## config.mk

```make
export PLATFORM = sky130hd
export DESIGN_NAME = secded_72_64_codec
export DESIGN_NICKNAME = d
export VERILOG_FILES = /design/src/rtl/secded_72_64_pkg.sv /design/src/rtl/secded_72_64_core.sv /design/src/rtl/secded_72_64_codec.sv
export SDC_FILE = /design/constraint.sdc
export NUM_CORES = 1
export LEC_CHECK = 0
export ABC_CLOCK_PERIOD_IN_PS = 4100
export CAP_MARGIN = 20
export CORE_MARGIN = 2
export CORE_UTILIZATION = 48
export DETAILED_ROUTE_END_ITERATION = 8
export PLACE_DENSITY = 0.93
export SYNTH_ARGS = -nofsm -noshare
export SYNTH_HDL_FRONTEND = slang
export SYNTH_SLANG_ARGS = --single-unit
```

## constraint.sdc

```tcl
create_clock -name clk_i -period 4.1 [get_ports clk_i]
set_input_delay 0.615 -clock clk_i [delete_from_list [all_inputs] [get_ports clk_i]]
set_output_delay 0.615 -clock clk_i [all_outputs]
set_load 0.02 [all_outputs]
```

## src/rtl/secded_72_64_pkg.sv

```systemverilog
// Shared constants, H-matrix and pure encode/decode functions for the
// 72/64 Hsiao SECDED codec.
package secded_72_64_pkg;

    localparam int K = 64;
    localparam int R = 8;
    localparam int N = 72;

    // Data columns: the 56 weight-3 bytes ascending, then the first eight weight-5 bytes.
    localparam logic [R-1:0] H_COL [0:K-1] = '{
        8'h07, 8'h0B, 8'h0D, 8'h0E, 8'h13, 8'h15, 8'h16, 8'h19,
        8'h1A, 8'h1C, 8'h23, 8'h25, 8'h26, 8'h29, 8'h2A, 8'h2C,
        8'h31, 8'h32, 8'h34, 8'h38, 8'h43, 8'h45, 8'h46, 8'h49,
        8'h4A, 8'h4C, 8'h51, 8'h52, 8'h54, 8'h58, 8'h61, 8'h62,
        8'h64, 8'h68, 8'h70, 8'h83, 8'h85, 8'h86, 8'h89, 8'h8A,
        8'h8C, 8'h91, 8'h92, 8'h94, 8'h98, 8'hA1, 8'hA2, 8'hA4,
        8'hA8, 8'hB0, 8'hC1, 8'hC2, 8'hC4, 8'hC8, 8'hD0, 8'hE0,
        8'h1F, 8'h2F, 8'h37, 8'h3B, 8'h3D, 8'h3E, 8'h4F, 8'h57
    };

    typedef struct packed {
        logic [K-1:0] data;
        logic [R-1:0] syndrome;
        logic [1:0]   err;
    } dec_result_t;

    function automatic logic [R-1:0] calc_check(input logic [K-1:0] data);
        logic [R-1:0] chk;
        chk = '0;
        for (int i = 0; i < K; i++) begin
            if (data[i]) begin
                chk = chk ^ H_COL[i];
            end
        end
        return chk;
    endfunction

    function automatic dec_result_t decode_word(input logic [N-1:0] cw);
        dec_result_t res;
        logic [R-1:0] s;
        s = cw[N-1:K];
        for (int i = 0; i < K; i++) begin
            if (cw[i]) begin
                s = s ^ H_COL[i];
            end
        end
        // A syndrome that matches no data column (check-bit error, or >=3 bits) flips nothing.
        for (int i = 0; i < K; i++) begin
            res.data[i] = cw[i] ^ (s == H_COL[i]);
        end
        res.syndrome = s;
        res.err[0]   = ^s;
        res.err[1]   = (s != '0) && !(^s);
        return res;
    endfunction

endpackage

```

## src/rtl/secded_72_64_core.sv

```systemverilog
// Combinational encode and syndrome/correct logic; no state.
module secded_72_64_core
    import secded_72_64_pkg::*;
(
    input  logic [K-1:0] enc_data_i,
    output logic [N-1:0] enc_cw_o,
    input  logic [N-1:0] dec_cw_i,
    output logic [K-1:0] dec_data_o,
    output logic [R-1:0] dec_syndrome_o,
    output logic [1:0]   dec_err_o
);

    dec_result_t dec_res;

    assign enc_cw_o = {calc_check(enc_data_i), enc_data_i};

    assign dec_res        = decode_word(dec_cw_i);
    assign dec_data_o     = dec_res.data;
    assign dec_syndrome_o = dec_res.syndrome;
    assign dec_err_o      = dec_res.err;

endmodule

```

## src/rtl/secded_72_64_codec.sv

```systemverilog
// Registered SECDED 72/64 codec: independent 1-cycle encode and decode pipelines.
module secded_72_64_codec
    import secded_72_64_pkg::*;
(
    input  logic         clk_i,
    input  logic         rst_i,
    input  logic         enc_valid_i,
    input  logic [K-1:0] enc_data_i,
    output logic         enc_valid_o,
    output logic [N-1:0] enc_data_o,
    input  logic         dec_valid_i,
    input  logic [N-1:0] dec_data_i,
    output logic         dec_valid_o,
    output logic [K-1:0] dec_data_o,
    output logic [R-1:0] dec_syndrome_o,
    output logic [1:0]   dec_err_o
);

    logic [N-1:0] enc_cw;
    logic [K-1:0] dec_data;
    logic [R-1:0] dec_syndrome;
    logic [1:0]   dec_err;

    logic         enc_valid_d, enc_valid_q;
    logic [N-1:0] enc_data_d, enc_data_q;
    logic         dec_valid_d, dec_valid_q;
    logic [K-1:0] dec_data_d, dec_data_q;
    logic [R-1:0] dec_syndrome_d, dec_syndrome_q;
    logic [1:0]   dec_err_d, dec_err_q;

    secded_72_64_core u_core (
        .enc_data_i     (enc_data_i),
        .enc_cw_o       (enc_cw),
        .dec_cw_i       (dec_data_i),
        .dec_data_o     (dec_data),
        .dec_syndrome_o (dec_syndrome),
        .dec_err_o      (dec_err)
    );

    // Result registers only load on valid so downstream can keep sampling after valid drops.
    always_comb begin
        enc_valid_d    = enc_valid_i;
        enc_data_d     = enc_data_q;
        dec_valid_d    = dec_valid_i;
        dec_data_d     = dec_data_q;
        dec_syndrome_d = dec_syndrome_q;
        dec_err_d      = dec_err_q;
        if (enc_valid_i) begin
            enc_data_d = enc_cw;
        end
        if (dec_valid_i) begin
            dec_data_d     = dec_data;
            dec_syndrome_d = dec_syndrome;
            dec_err_d      = dec_err;
        end
    end

    always_ff @(posedge clk_i) begin
        if (rst_i) begin
            enc_valid_q    <= 1'b0;
            enc_data_q     <= '0;
            dec_valid_q    <= 1'b0;
            dec_data_q     <= '0;
            dec_syndrome_q <= '0;
            dec_err_q      <= '0;
        end else begin
            enc_valid_q    <= enc_valid_d;
            enc_data_q     <= enc_data_d;
            dec_valid_q    <= dec_valid_d;
            dec_data_q     <= dec_data_d;
            dec_syndrome_q <= dec_syndrome_d;
            dec_err_q      <= dec_err_d;
        end
    end

    assign enc_valid_o    = enc_valid_q;
    assign enc_data_o     = enc_data_q;
    assign dec_valid_o    = dec_valid_q;
    assign dec_data_o     = dec_data_q;
    assign dec_syndrome_o = dec_syndrome_q;
    assign dec_err_o      = dec_err_q;

endmodule

```

**Word level (Yosys, flattened, before mapping)**

Cells that the tools add are included.

- Word-level logic and storage cells: 393
- Input bits: 140
- Flip-flop bits (word level): 148
- Output and inout bits: 148

- Bitwise gates (word level): 191
- Reduce and logical (&&, ||, !) cells: 4
- Eq/ne operators: 64
- Multiplexer cells: 128

Operator list:

| kind | number |
|---|---|
| $mux 8 | 42 |
| $not 3->3 | 106 |
| $mux 7 | 34 |
| $mux 6 | 30 |
| $eq 8x8->1 const B | 21 |
| $eq 8x7->1 const B | 17 |
| $eq 8x6->1 const B | 15 |
| $not 5->5 | 16 |
| $mux 5 | 14 |
| $xor 1x1->1 | 64 |
| $eq 8x5->1 const B | 7 |
| $eq 8x4->1 const B | 3 |
| $mux 4 | 6 |
| $not 2->3 | 5 |
| $eq 8x3->1 const B | 1 |
| $reduce_bool 8->1 | 1 |
| $reduce_xor 8->1 | 1 |
| $mux 3 | 2 |
| $logic_and 1x1->1 | 1 |
| $logic_not 1->1 | 1 |

**Depth between registers and ports, before layout**

Gate-level depths: netlist of the first run.

- Word-level depth: 131
- Mapped depth: 13
- Gate-level depth less buffers: 12

**Cells and area by module**

Synthesis of the first run repeated with hierarchy kept, for this count alone.

- Cell total of the unflattened synthesis: 1009
- Area total of the unflattened synthesis: 10108.4 um^2

Modules (own cells, without submodules):

| module | sequential area each (um^2) | times used | cells an instance | area an instance (um^2) |
|---|---|---|---|---|
| secded_72_64_codec | 2962.8 | 1 | 475 | 5290.1 |
| secded_72_64_core | 0.0 | 1 | 534 | 4818.4 |

**Worst setup path after synthesis of the first run**

OpenSTA, ideal clock, no wires.

- Path type: input-to-reg
- From: input dec_data_i[18]
- To: register dec_data_q[28], in the netlist dec_data_o[28]
- Cell stages on the path: 12
- Arrival time: 3.115 ns
- Buffers on the path: 1
- Data required time: 4.014 ns
- Setup time: 0.086 ns
- Path slack: 0.899 ns
- Cell sequence: xor2_1 xnor3_2 xor2_2 xnor3_2 inv_1 ha_1 clkbuf_1 and2_1 nand2_1 nor3_1 xnor2_1 a211oi_1

- Word-level cells in the longest chain between the ends: 66
- Elaborated cells on any way between the ends: 84
- Classes of those cells: eq/ne: 1; mux: 46; bitwise: 37

Ends and longest elaborated chain:

| element | RTL line | text |
|---|---|---|
| start, declared | secded_72_64_codec.sv:12 | `input logic [N-1:0] dec_data_i,` |
| $mux 6 (*) | secded_72_64_pkg.sv:43 | `if (cw[i]) begin` |
| $not 3->3 (no source line) or $mux 6 (tied branches) | n/a |  |
| $mux 6 (*) | secded_72_64_pkg.sv:43 |  |
| $mux 7 (*) (6 in series) | secded_72_64_pkg.sv:43 |  |
| $not 3->3 (no source line) | n/a |  |
| $mux 7 (*) | secded_72_64_pkg.sv:43 |  |
| $not 3->3 (no source line) or $mux 7 (tied branches) | n/a |  |
| $mux 7 (*) | secded_72_64_pkg.sv:43 |  |
| [... 45 more ...] | n/a |  |
| $mux 6 (*) | secded_72_64_pkg.sv:43 |  |
| $not 5->5 (no source line) or $mux 6 (tied branches) | n/a |  |
| $mux 6 (*) | secded_72_64_pkg.sv:43 |  |
| $mux 7 (*) | secded_72_64_pkg.sv:43 |  |
| $not 5->5 (no source line) | n/a |  |
| $mux 7 (*) | secded_72_64_pkg.sv:43 |  |
| $eq 8x7->1 (*) | secded_72_64_pkg.sv:49 | `res.data[i] = cw[i] ^ (s == H_COL[i]);` |
| $xor 1x1->1 (*) | secded_72_64_pkg.sv:49 |  |
| end signal, assigned | secded_72_64_codec.sv:70 | `dec_data_q <= dec_data_d;` |
| end, declared | secded_72_64_codec.sv:27 | `logic [K-1:0] dec_data_d, dec_data_q;` |

Every way passes the cells marked *; elsewhere a longest branch is shown, timed or not.
A chain may end at the register's enable or synchronous reset.

**Worst setup path after layout of the first run**

- From: input dec_data_i[40]
- To: register dec_data_q[33], in the netlist dec_data_o[33]

- Elaborated cells on any way between the ends: 49
- Classes of those cells: eq/ne: 1; mux: 24; bitwise: 24

RTL lines:

| element | RTL line | text |
|---|---|---|
| $mux 8 (*) (4 in series) | secded_72_64_pkg.sv:43 |  |
| $not 3->3 (no source line) | n/a |  |
| $mux 8 (*) (4 in series) | secded_72_64_pkg.sv:43 |  |
| $not 3->3 (no source line) | n/a |  |
| $mux 8 (*) (5 in series) | secded_72_64_pkg.sv:43 |  |
| $not 3->3 (no source line) | n/a |  |
| $mux 8 (*) (3 in series) | secded_72_64_pkg.sv:43 |  |
| $not 5->5 (no source line) | n/a |  |
| [... 7 more ...] | n/a |  |
| $mux 6 (*) | secded_72_64_pkg.sv:43 |  |
| $not 5->5 (no source line) | n/a |  |
| $mux 6 (*) | secded_72_64_pkg.sv:43 |  |
| $not 5->5 (no source line) | n/a |  |
| $mux 7 (*) (2 in series) | secded_72_64_pkg.sv:43 |  |
| net dec_syndrome[3] | secded_72_64_codec.sv:21 | `logic [R-1:0] dec_syndrome;` |
| $eq 8x7->1 (*) | secded_72_64_pkg.sv:49 |  |
| $xor 1x1->1 (*) | secded_72_64_pkg.sv:49 |  |

Mark *: on every way through the listed nets, which the timed path passes. The rest lies on a longest branch.

==> key figures, run 1 <==
Status
  – Status: finished, final reports clean

Placed design
  – Final HPWL DP: 24,600 µm
  – Pre-CTS WS: -0.125 ns
  – Placed Cells: 1,521
  – I/O Buffers: 287
  – GP Congestion: 0.962
  – Placed Area: roughly 0.013 mm²

Worst setup path
  – Worst EP arrival: 4.21 ns
  – R2R Setup Slk: 3.25 ns
  – CP max FO: 8
  – Worst EP required: 4.44 ns
  – Startpoint types: primary input
  – Crit Path Category: primary input to flop
  – CP endpoint kind: flop

Clocking
  – H-Tree Depth: 4
  – Skew-Pair Late Insertion Delay: around 0.43 ns
  – CTS buffer count: 17
  – Clock sink count: 148
  – Resized cells post-CTS: 0
  – Bufs on Longest Clock Path: 2
  – Hold buffers post-CTS: 0
  – Reg clk slew, reported paths: 0.07 ns
  – Setup bufs post-CTS: 0
  – Clock tree root buffer cell: clkbuf_16
  – CTS tree: yes

Drt
  – Routed Wire Length: 32,000 µm
  – DRT Pass-1 Iters: 5
  – Via count of the routed design: ~8,500
  – DRT iter0 DRCs: 764
  – Post-route DRC violation count: 0
  – Final ANT Viol Nets: 0
  – Routed WL per cell: around 21 µm
  – Via density: about 5.5

Global route
  – Largest net degree at the start of global routing: 92
  – Antenna violations before repair: 0
  – Vias in the first global route: 8,280
  – First-pass GRT wire length: 47,700 µm
  – GRT Util Overall: 0.308
  – Grt total ovfl: 0

Synthesis
  – #FFs+latches synth: 148
  – Top cells by count, synth: 226 x xnor2_1, 152 x nor2_1, 148 x dfxtp_1, 71 x mux2i_1
  – Yosys warnings: 0
  – Synthesized netlist cell count: 986
  – Compound-gate portion of the synthesized area: 0.0740
  – Count leader, synth: xnor2_1
  – Post-synthesis mux area share: 0.0760
  – Post-synth ARST share: 0
  – Largest area contributor in the netlist: dfxtp_1
  – Post-synthesis simple-gate area fraction: 0.159
  – Area share of the largest cell type after synthesis: 0.317
  – Cell area after synthesis: 0.00935 mm²
  – Syn_nets: around 1,100
  – Synth Area in XOR/XNOR: 0.323
  – Dominant synthesized flop cell: dfxtp_1
  – Sequential fraction of the synthesis area: 0.317
  – Post-synth EDFFs: 0
  – Top cells by area, synth: dfxtp_1 32%, xnor2_1 21%, mux2i_1 7.6%
  – Post-Synth Adder-Cell Area: 0.0134
  – Main combinational cell family by area after synthesis: XOR/XNOR gates
  – Avg Cell Area, Syn: 9.48 µm²
  – Post-synth cell types: 45

Cells and area
  – Post-Route Utilization: 0.686
  – FILL cells: 1,457
  – Final instance area: 0.0132 mm²
  – Layout cells sized above 1: 0.0963
  – FF/Latch Area: 0.00296 mm²
  – Ant. Diodes: 0
  – Final nets: about 1,400
  – Multi-input gate area: 0.00603 mm²
  – Finished Layout Cells: 1,553
  – Area growth from synthesis to final layout: 41.3%

Floorplan
  – Die area: between 0.02 and 0.025 mm²
  – Die Ht: 144 µm
  – Initial core utilization: 0.485
  – Die Width: 144 µm
  – IO Count: ~290
  – # rows: 51
  – Core Area: 0.0193 mm²

STA
  – Setup_tns: 0 ns
  – RSZ-0062 raised after global routing: no
  – Final min period: 3.86 ns
  – FMAX: 259 MHz
  – Period Utilization, post-route: 0.942
  – Fin. max-slew vios: 0
  – Slew at the pin with the worst max-slew slack: slightly above 0.9 ns
  – Final setup vio count: 0
  – Final hold slack: 0.478 ns
  – PnR worst setup slack: 0.239 ns
  – Worst Skew: 0 ns
  – Max_slew headroom: 0.378
  – Final Hold Viols: 0

Worst hold path
  – Hold crit path type: flop to flop

Flow run
  – Max Cap Violations: 0

Power
  – Cell Pwr Density: 661 mW/mm²
  – Pleak: 5.03 nW
  – Pwr Total: 8.73 mW
  – Worst VDD drop: 544 µV
## sequential cells by signal, indices dropped and copies added, names as in the netlist
name	flops
enc_valid_o	1
enc_data_o	72
dec_data_o	64
dec_err_o	2
dec_valid_o	1
dec_syndrome_o	8
## cells in the final DEF, fill, tap and decap left out, drive strengths merged, types with 21 or more instances in the layout
master,count
a211oi,47
buf,48
clkdlybuf4s50,284
dfxtp,148
inv,23
mux2i,71
nand3,28
nor2,152
nor3,39
nor4,21
xnor2,232
xnor3,25
xor2,36
## logic make-up (layout without fill, tap and decap cells)
kind of cell	after synthesis	after routing
simple gates	292	292
xor+xnor	294	294
fa+ha+maj	10	10
flops	148	148
compound gates	92	92
buf+inv	79	381
mux	71	71
## critical path, stage by stage
cell             delay, ns
clkdlybuf4s50_1       0.65
xnor3_1               0.52
xnor2_1               0.29
xnor3_1               0.48
xnor3_2               0.31
inv_1                 0.09
ha_1                  0.37
and2_1                0.25
nand2_1               0.10
nor3_2                0.15
xnor2_1               0.09
a211oi_1              0.28
## power by group
group / internal, mW / switching, mW
combinational: 2.27 / 3.22
sequential: 1.61 / 0.0927
clock: 0.826 / 0.712
## layout make-up
class	count	area share
timing repair buffer	332	0.246
clock inverter	13	0.00871
sequential	148	0.224
multi-input combinational	759	0.457
inverter	17	0.00483
tap	265	0.0251
clock buffer	19	0.0343
## routing by layer
layer | vias to the layer above | GRT usage | share of wire
met4 | 0 | 0.161 | 0.049
met3 | 103 | 0.0600 | 0.094
met2 | 502 | 0.542 | 0.49
met1 | 3966 | 0.354 | 0.37
li1 | 3954 | - | -
met5 | - | 0 | 0
## final timing paths
check	start	endpoint	depth (start not counted)
worst min register to register	dec_data_o[31]	dec_data_o[31]	2
worst min-delay path	dec_data_o[31]	dec_data_o[31]	2
worst max register to register	dec_data_o[15]	dec_data_o[15]	2
worst max-delay path	dec_data_i[40]	dec_data_o[33]	12
Power figures use the tool's default switching activity.
==> inputs of run 2 (changes only) <==
--- a/config.mk
+++ b/config.mk
@@ -5,10 +5,12 @@
 export SDC_FILE = /design/constraint.sdc
 export NUM_CORES = 1
 export LEC_CHECK = 0
+export ABC_AREA = 1
 export ABC_CLOCK_PERIOD_IN_PS = 4100
 export CAP_MARGIN = 20
+export CORE_ASPECT_RATIO = 0.7
 export CORE_MARGIN = 2
-export CORE_UTILIZATION = 48
+export CORE_UTILIZATION = 50
 export DETAILED_ROUTE_END_ITERATION = 8
 export PLACE_DENSITY = 0.93
 export SYNTH_ARGS = -nofsm -noshare
==> run 2 against run 1 <==
Against the previous run:
- critical endpoint is now dec_data_o[32]
- core utilization down 0.30 points
- highest routed layer unchanged
- largest cell class unchanged
- via count rose by 41%
- first-iteration DRC count up 100%
==> key figures, run 2 <==
STA
  – Slew at the pin with the worst max-slew slack: around 0.84 ns
  – Period Utilization, post-route: 0.880
  – Setup_tns: 0 ns
  – FMAX: 277 MHz
  – Final setup vio count: 0
  – Worst Skew: 0 ns
  – Final Hold Viols: 0
  – Max_slew headroom: 0.443
  – Final min period: 3.61 ns
  – Fin. max-slew vios: 0
  – RSZ-0062 raised after global routing: no

Synthesis
  – Area share of the largest cell type after synthesis: 0.271
  – Yosys warnings: 0
  – Dominant synthesized flop cell: dfxtp_1
  – Largest area contributor in the netlist: dfxtp_1
  – Cell area after synthesis: 0.0109 mm²
  – Top cells by area, synth: dfxtp_1 27%, xnor2_1 16%, nand2_1 10%
  – Count leader, synth: nand2_1
  – Avg Cell Area, Syn: between 6 and 7 µm²
  – Post-synth EDFFs: 0
  – Top cells by count, synth: 298 x nand2_1, 290 x nor2_1, 197 x xnor2_1, 164 x inv_1, 148 x dfxtp_1
  – Sequential fraction of the synthesis area: 0.271
  – Post-synth cell types: 30
  – Synthesized netlist cell count: 1,648
  – #FFs+latches synth: 148
  – Post-synth ARST share: 0
  – Syn_nets: 1,798

Clocking
  – H-Tree Depth: 4
  – CTS tree: yes
  – Resized cells post-CTS: 0
  – Hold buffers post-CTS: 0
  – Bufs on Longest Clock Path: 2
  – Skew-Pair Late Insertion Delay: 0.43 ns
  – Reg clk slew, reported paths: 0.06 ns
  – Clock tree root buffer cell: clkbuf_16
  – CTS buffer count: 17
  – Clock sink count: 148
  – Setup bufs post-CTS: 0

Power
  – Flop pwr share: 0.245
  – Worst VDD drop: roughly 440 µV
  – Pleak: ~6.8 nW
  – Logic pwr share: 0.522
  – Switching Power: 3.04 mW
  – Internal: 3.74 mW
  – Cell Pwr Density: 461 mW/mm²
  – Switching portion of total power: 0.448
  – Clock power frac: 0.233

Drt
  – Highest routed metal layer: met4
  – Met2 routed wirelength: between 15,000 and 20,000 µm
  – Routed Wire Length: around 44,000 µm
  – Final ANT Viol Nets: 0
  – Post-route DRC violation count: 0
  – Routed WL per cell: 19.7 µm
  – DRT iter0 DRCs: 1,531
  – Via density: 5.42
  – Metal3 WL: 6340 µm
  – Via count of the routed design: 12,000
  – Metal1 wirelength: 18,200 µm
  – DRT Pass-1 Iters: 6

Floorplan
  – Core Area: around 0.022 mm²
  – Initial core utilization: 0.507
  – IO Count: ~290
  – Die area: 0.0231 mm²
  – Die Width: 181 µm
  – # rows: 45
  – Die Ht: approximately 130 µm

Cells and area
  – Final nets: 2,070
  – Layout cells sized above 1: 0.0595
  – Multi-input gate area: 0.00697 mm²
  – FF/Latch Area: 0.00296 mm²
  – Most common cell after layout, fill and taps aside: nand2_1
  – Most frequent cells in the layout: 298 x nand2_1, 290 x nor2_1, 284 x clkdlybuf4s50_1
  – Max FFs per register: 72
  – Ant. Diodes: 0
  – Finished Layout Cells: roughly 2,200
  – FILL cells: about 1,800
  – Area growth from synthesis to final layout: 34.6%

Worst setup path
  – Worst flop-to-flop path startpoint: dec_data_o[16]
  – R2R Setup Slk: ~3.3 ns
  – R2R depth: 4
  – Worst EP arrival: 3.94 ns
  – R2R Path End: dec_data_o[16]
  – CP max FO: 6
  – Crit Path Category: primary input to flop
  – Startpoint types: primary input
  – CP endpoint kind: flop
  – Worst EP required: 4.43 ns

Global route
  – First-pass GRT wire length: approximately 65,000 µm
  – Largest net degree at the start of global routing: 81
  – GRT Util Overall: 0.368
  – Grt total ovfl: 0
  – Vias in the first global route: 11,400
  – Antenna violations before repair: 1

Worst hold path
  – HP Start: dec_err_o[1]
  – Hold-critical path depth: 2
  – Hold crit path type: flop to flop
  – Hold EP: dec_err_o[1]

Placed design
  – Final HPWL DP: between 30,000 and 40,000 µm
  – I/O Buffers: approximately 290
  – GP Congestion: 1.08
  – Placed Cells: approximately 2,200

Flow run
  – Max Cap Violations: 0

Status
  – Status: finished, final reports clean
[run 2: changes by cell type after synthesis, moves of 20 or more]
cell and change:
nor2_1 +138, nand3_1 +87, a211oi_1 -47, nand2_1 +280
xor2_1 +91, o21ai_0 +92, nand3b_1 +34, o21ai_1 +23
nor3_1 -20, mux2i_1 -71, inv_1 +148, xnor2_1 -29
[run 2: logic make-up (layout without fill, tap and decap cells)]
family                     count (synthesis)  in the layout  share of synthesized area
AOI/OAI and AO/OA                        155            155                     0.0737
xor gates and xnor gates                 321            321                      0.257
adders and majority gates                 10             10                     0.0114
buffers and inverters                    256            541                     0.0915
DFF                                      148            148                      0.271
and+or+nand+nor                          758            758                      0.295
[run 2: worst max path at each step]
stage | start | end | slack (ns) | cells after the start
final | dec_data_i[30] | dec_data_o[32] | 0.49 | 16
after floorplan | dec_data_i[61] | dec_err_o[0] | 0.99 | 17
after global placement | dec_data_i[30] | dec_data_o[33] | 0.21 | 16
after CTS | dec_data_i[31] | dec_data_o[29] | 0.63 | 16
after global routing | dec_data_i[59] | dec_data_o[29] | 0.29 | 16
after detailed placement | dec_data_i[31] | dec_data_o[29] | 0.16 | 16
[run 2: critical path, stage by stage]
cell and delay [ns]:
clkdlybuf4s50_1 0.62, xnor2_1 0.28, xor2_1 0.23, xor2_1 0.20, xor2_1 0.11, or2_2 0.29, a21o_1 0.16, nand2_1 0.11
inv_1 0.07, ha_1 0.25, nand2_1 0.25, inv_1 0.21, nand3b_1 0.13, nand3_1 0.21, nand2_1 0.14, inv_1 0.05
[run 2: per-stage QoR]
stage | hold WS (ns) | power (mW) | instance area [µm²] | setup WS, ns | utilization
floorplan | 0.542 | 3.85 | 10900 | 0.995 | -
global placement | 0.456 | 5.02 | 14100 | 0.211 | 0.655
detailed placement | 0.471 | 5.09 | 14100 | 0.155 | 0.655
CTS | 0.488 | 6.70 | 14700 | 0.625 | 0.682
global route | 0.498 | 7.11 | 14700 | 0.288 | 0.683
finish | 0.485 | 6.78 | 14700 | 0.492 | 0.683
[run 2: power groups by stage]
stage | registers (mW) | clock network (mW) | logic (mW)
2_1_floorplan | 1.84 | 0 | 2.01
3_3_place_gp | 1.68 | 0 | 3.34
3_5_place_dp | 1.69 | 0 | 3.41
4_1_cts | 1.66 | 1.60 | 3.44
5_1_grt | 1.67 | 1.64 | 3.79
6_report | 1.66 | 1.58 | 3.54
[run 2: routing by layer]
metal / vias to the layer above / track usage
li1: 5612 / -
met1: 5528 / 0.513
met2: 773 / 0.541
met3: 93 / 0.117
met4: 0 / 0.112
met5: - / 0
[run 2: final cells by class]
type	instances	share of cell area
multi-input cells	1244	0.473
clock inverters	14	0.00952
well taps	282	0.0240
clock buffers	18	0.0298
inverters	183	0.0468
repair buffers	326	0.215
flip-flops and latches	148	0.201
==> inputs of run 3 (changes only) <==
--- a/config.mk
+++ b/config.mk
@@ -12,7 +12,9 @@
 export CORE_MARGIN = 2
 export CORE_UTILIZATION = 50
 export DETAILED_ROUTE_END_ITERATION = 8
-export PLACE_DENSITY = 0.93
+export PLACE_DENSITY = 0.91
+export SLEW_MARGIN = 10
 export SYNTH_ARGS = -nofsm -noshare
 export SYNTH_HDL_FRONTEND = slang
+export SYNTH_HIERARCHICAL = 1
 export SYNTH_SLANG_ARGS = --single-unit
==> run 3 against run 2 <==
Against the previous run:
- first-iteration DRC count shrank 1.8%
- highest routed layer unchanged
- non-clock buffer count rose by 22
- sequential power is essentially flat
==> key figures, run 3 <==
Synthesis
  – Dominant synthesized flop cell: dfxtp_1
  – Count leader, synth: nand2_1
  – Avg Cell Area, Syn: 6.27 µm²
  – Post-synth cell types: 34
  – Syn_nets: 2,176
  – Sequential fraction of the synthesis area: 0.233
  – Post-synth ARST share: 0
  – Area share of the largest cell type after synthesis: 0.233
  – Largest area contributor in the netlist: dfxtp_1
  – Top cells by count, synth: 608 x nand2_1, 342 x nor2_1, 260 x inv_1, 196 x xnor2_1, 148 x dfxtp_1
  – Yosys warnings: 6
  – Post-synth EDFFs: 0
  – #FFs+latches synth: ~150
  – Top cells by area, synth: dfxtp_1 23%, nand2_1 18%, xnor2_1 14%
  – Cell area after synthesis: 0.0127 mm²
  – Synthesized netlist cell count: 2,026

STA
  – Setup_tns: 0 ns
  – Max_slew headroom: 0.417
  – Final min period: ~3.8 ns
  – Worst Skew: 0 ns
  – RSZ-0062 raised after global routing: no
  – Fin. max-slew vios: 0
  – Period Utilization, post-route: 0.930
  – Slew at the pin with the worst max-slew slack: 0.875 ns
  – Final Hold Viols: 0
  – FMAX: 262 MHz
  – Final setup vio count: 0

Cells and area
  – Layout cells sized above 1: 0.0694
  – Multi-input gate area: 0.00762 mm²
  – FF/Latch Area: 0.00296 mm²
  – Max FFs per register: 72
  – Post-Route Utilization: 0.646
  – Finished Layout Cells: about 2,600
  – Area growth from synthesis to final layout: 26.2%
  – FILL cells: 2,234
  – Most frequent cells in the layout: 608 x nand2_1, 342 x nor2_1, 285 x clkdlybuf4s50_1
  – Most common cell after layout, fill and taps aside: nand2_1
  – Final nets: 2,399
  – Ant. Diodes: 0

Floorplan
  – Die Width: 194 µm
  – Die Ht: 137 µm
  – Core Area: 0.0248 mm²
  – IO Count: 288
  – Initial core utilization: 0.512
  – Die area: 0.0267 mm²
  – # rows: 48

Clocking
  – Clock tree root buffer cell: clkbuf_16
  – CTS buffer count: 17
  – Resized cells post-CTS: 0
  – H-Tree Depth: 4
  – Bufs on Longest Clock Path: 2
  – Setup bufs post-CTS: 0
  – Reg clk slew, reported paths: 0.07 ns
  – Hold buffers post-CTS: 0
  – Skew-Pair Late Insertion Delay: 0.43 ns
  – CTS tree: yes
  – Clock sink count: 148

Worst setup path
  – Startpoint types: primary input
  – Worst EP required: 4.46 ns
  – Worst path max stage delay: approximately 0.55 ns
  – CP endpoint kind: flop
  – Crit Path Category: primary input to flop
  – CP Cell Sequence: clkdlybuf4s50_1 -> xnor2_1 -> xnor2_1 -> xor2_1 -> xnor2_1 -> xnor2_1 -> xor2_1 -> inv_1 -> ha_1 -> buf_4 -> nand2_1 -> clkinv_1 -> nand2_1 -> nand2_1 -> nand2_1 -> inv_1 -> nand2_1 -> nand2_1 -> nor2_1
  – Cell repeated most along the worst path: nand2_1
  – CP max FO: 9
  – Worst path slowest cell: clkdlybuf4s50_1
  – Crit-path leading delay family: XOR/XNOR gates
  – WP buf/inv: 5
  – Worst EP arrival: 4.18 ns

Power
  – Flop pwr share: 0.218
  – Switching portion of total power: 0.463
  – Pleak: 8.12 nW
  – Cell Pwr Density: 476 mW/mm²
  – Worst VDD drop: 396 µV
  – Switching Power: approximately 3.5 mW
  – Clock power frac: 0.204
  – Logic pwr share: 0.578
  – Internal: 4.09 mW

Drt
  – DRT Pass-1 Iters: 6
  – Via density: 4.93
  – Routed Wire Length: 45,200 µm
  – Routed WL per cell: 17.5 µm
  – Final ANT Viol Nets: 0
  – Post-route DRC violation count: 0
  – Via count of the routed design: 12,800
  – DRT iter0 DRCs: 1,503

Status
  – Status: finished, final reports clean

Flow run
  – Max Cap Violations: 0

Placed design
  – I/O Buffers: 287
  – Final HPWL DP: about 36,000 µm
  – GP Congestion: 1.03
  – Placed Cells: 2,555

Global route
  – Grt total ovfl: 0
  – Antenna violations before repair: 0
  – Vias in the first global route: between 10,000 and 15,000
  – GRT Util Overall: 0.331
  – Largest net degree at the start of global routing: 150
  – First-pass GRT wire length: 66,700 µm

Worst hold path
  – Hold crit path type: flop to flop
-- run 3: worst paths after layout --
kind	start	end	slack (ns)	depth (start not counted)
hold / removal	enc_data_o[66]	enc_data_o[66]	0.47	2
setup reg to reg	dec_data_o[24]	dec_data_o[24]	3.36	2
hold reg to reg	enc_data_o[66]	enc_data_o[66]	0.47	2
setup / recovery	dec_data_i[36]	dec_data_o[28]	0.29	19
-- run 3: power by group through the flow --
stage	clock network (mW)	registers (mW)	logic, mW
3_5_place_dp	0	1.69	4.25
3_3_place_gp	0	1.69	4.20
6_report	1.56	1.66	4.41
2_1_floorplan	0	1.86	2.55
4_1_cts	1.58	1.66	4.29
5_1_grt	1.64	1.68	4.75
-- run 3: cells by family (layout without fill, tap and decap cells) --
family	after synthesis	after routing	share of synthesized area
AND/OR/NAND/NOR	1093	1093	0.360
buffers and inverters	428	664	0.166
XOR/XNOR	318	318	0.219
flip-flops	148	148	0.233
AO/OA/AOI/OAI	29	29	0.0114
adder cells (fa/ha/maj)	10	10	0.00985
-- run 3: worst min-delay path, cell delays in order (launching register included) --
cell and delay, ns:
dfxtp_1 0.31, nor2_1 0.08, nor2_1 0.05
-- run 3: metal layers --
metal	up-vias	routed length, µm	track usage
met1	5756	20900	0.479
met4	0	930	0.0846
met3	75	5420	0.108
li1	6308	-	-
met5	-	0	0
met2	612	18000	0.466
-- run 3: through the flow --
| stage | setup WS [ns] | area, µm² | total power, mW | hold WS (ns) |
|---|---|---|---|---|
| final | 0.286 | 16000 | 7.63 | 0.470 |
| after global routing | 0.00569 | 16000 | 8.07 | 0.492 |
| after CTS | 0.409 | 16000 | 7.53 | 0.470 |
| after detailed placement | 0.00852 | 15400 | 5.94 | 0.461 |
| after global placement | 0.0848 | 15400 | 5.88 | 0.455 |
| after floorplan | 1.01 | 12700 | 4.41 | 0.544 |
-- run 3: cell type report --
class,count,share of cell area
Inverter,284,0.0672
Clock buffer,17,0.0266
Clock inverter,15,0.00922
Sequential cell,148,0.185
Tap cell,325,0.0254
Multi-Input combinational cell,1450,0.476
Timing Repair Buffer,348,0.211
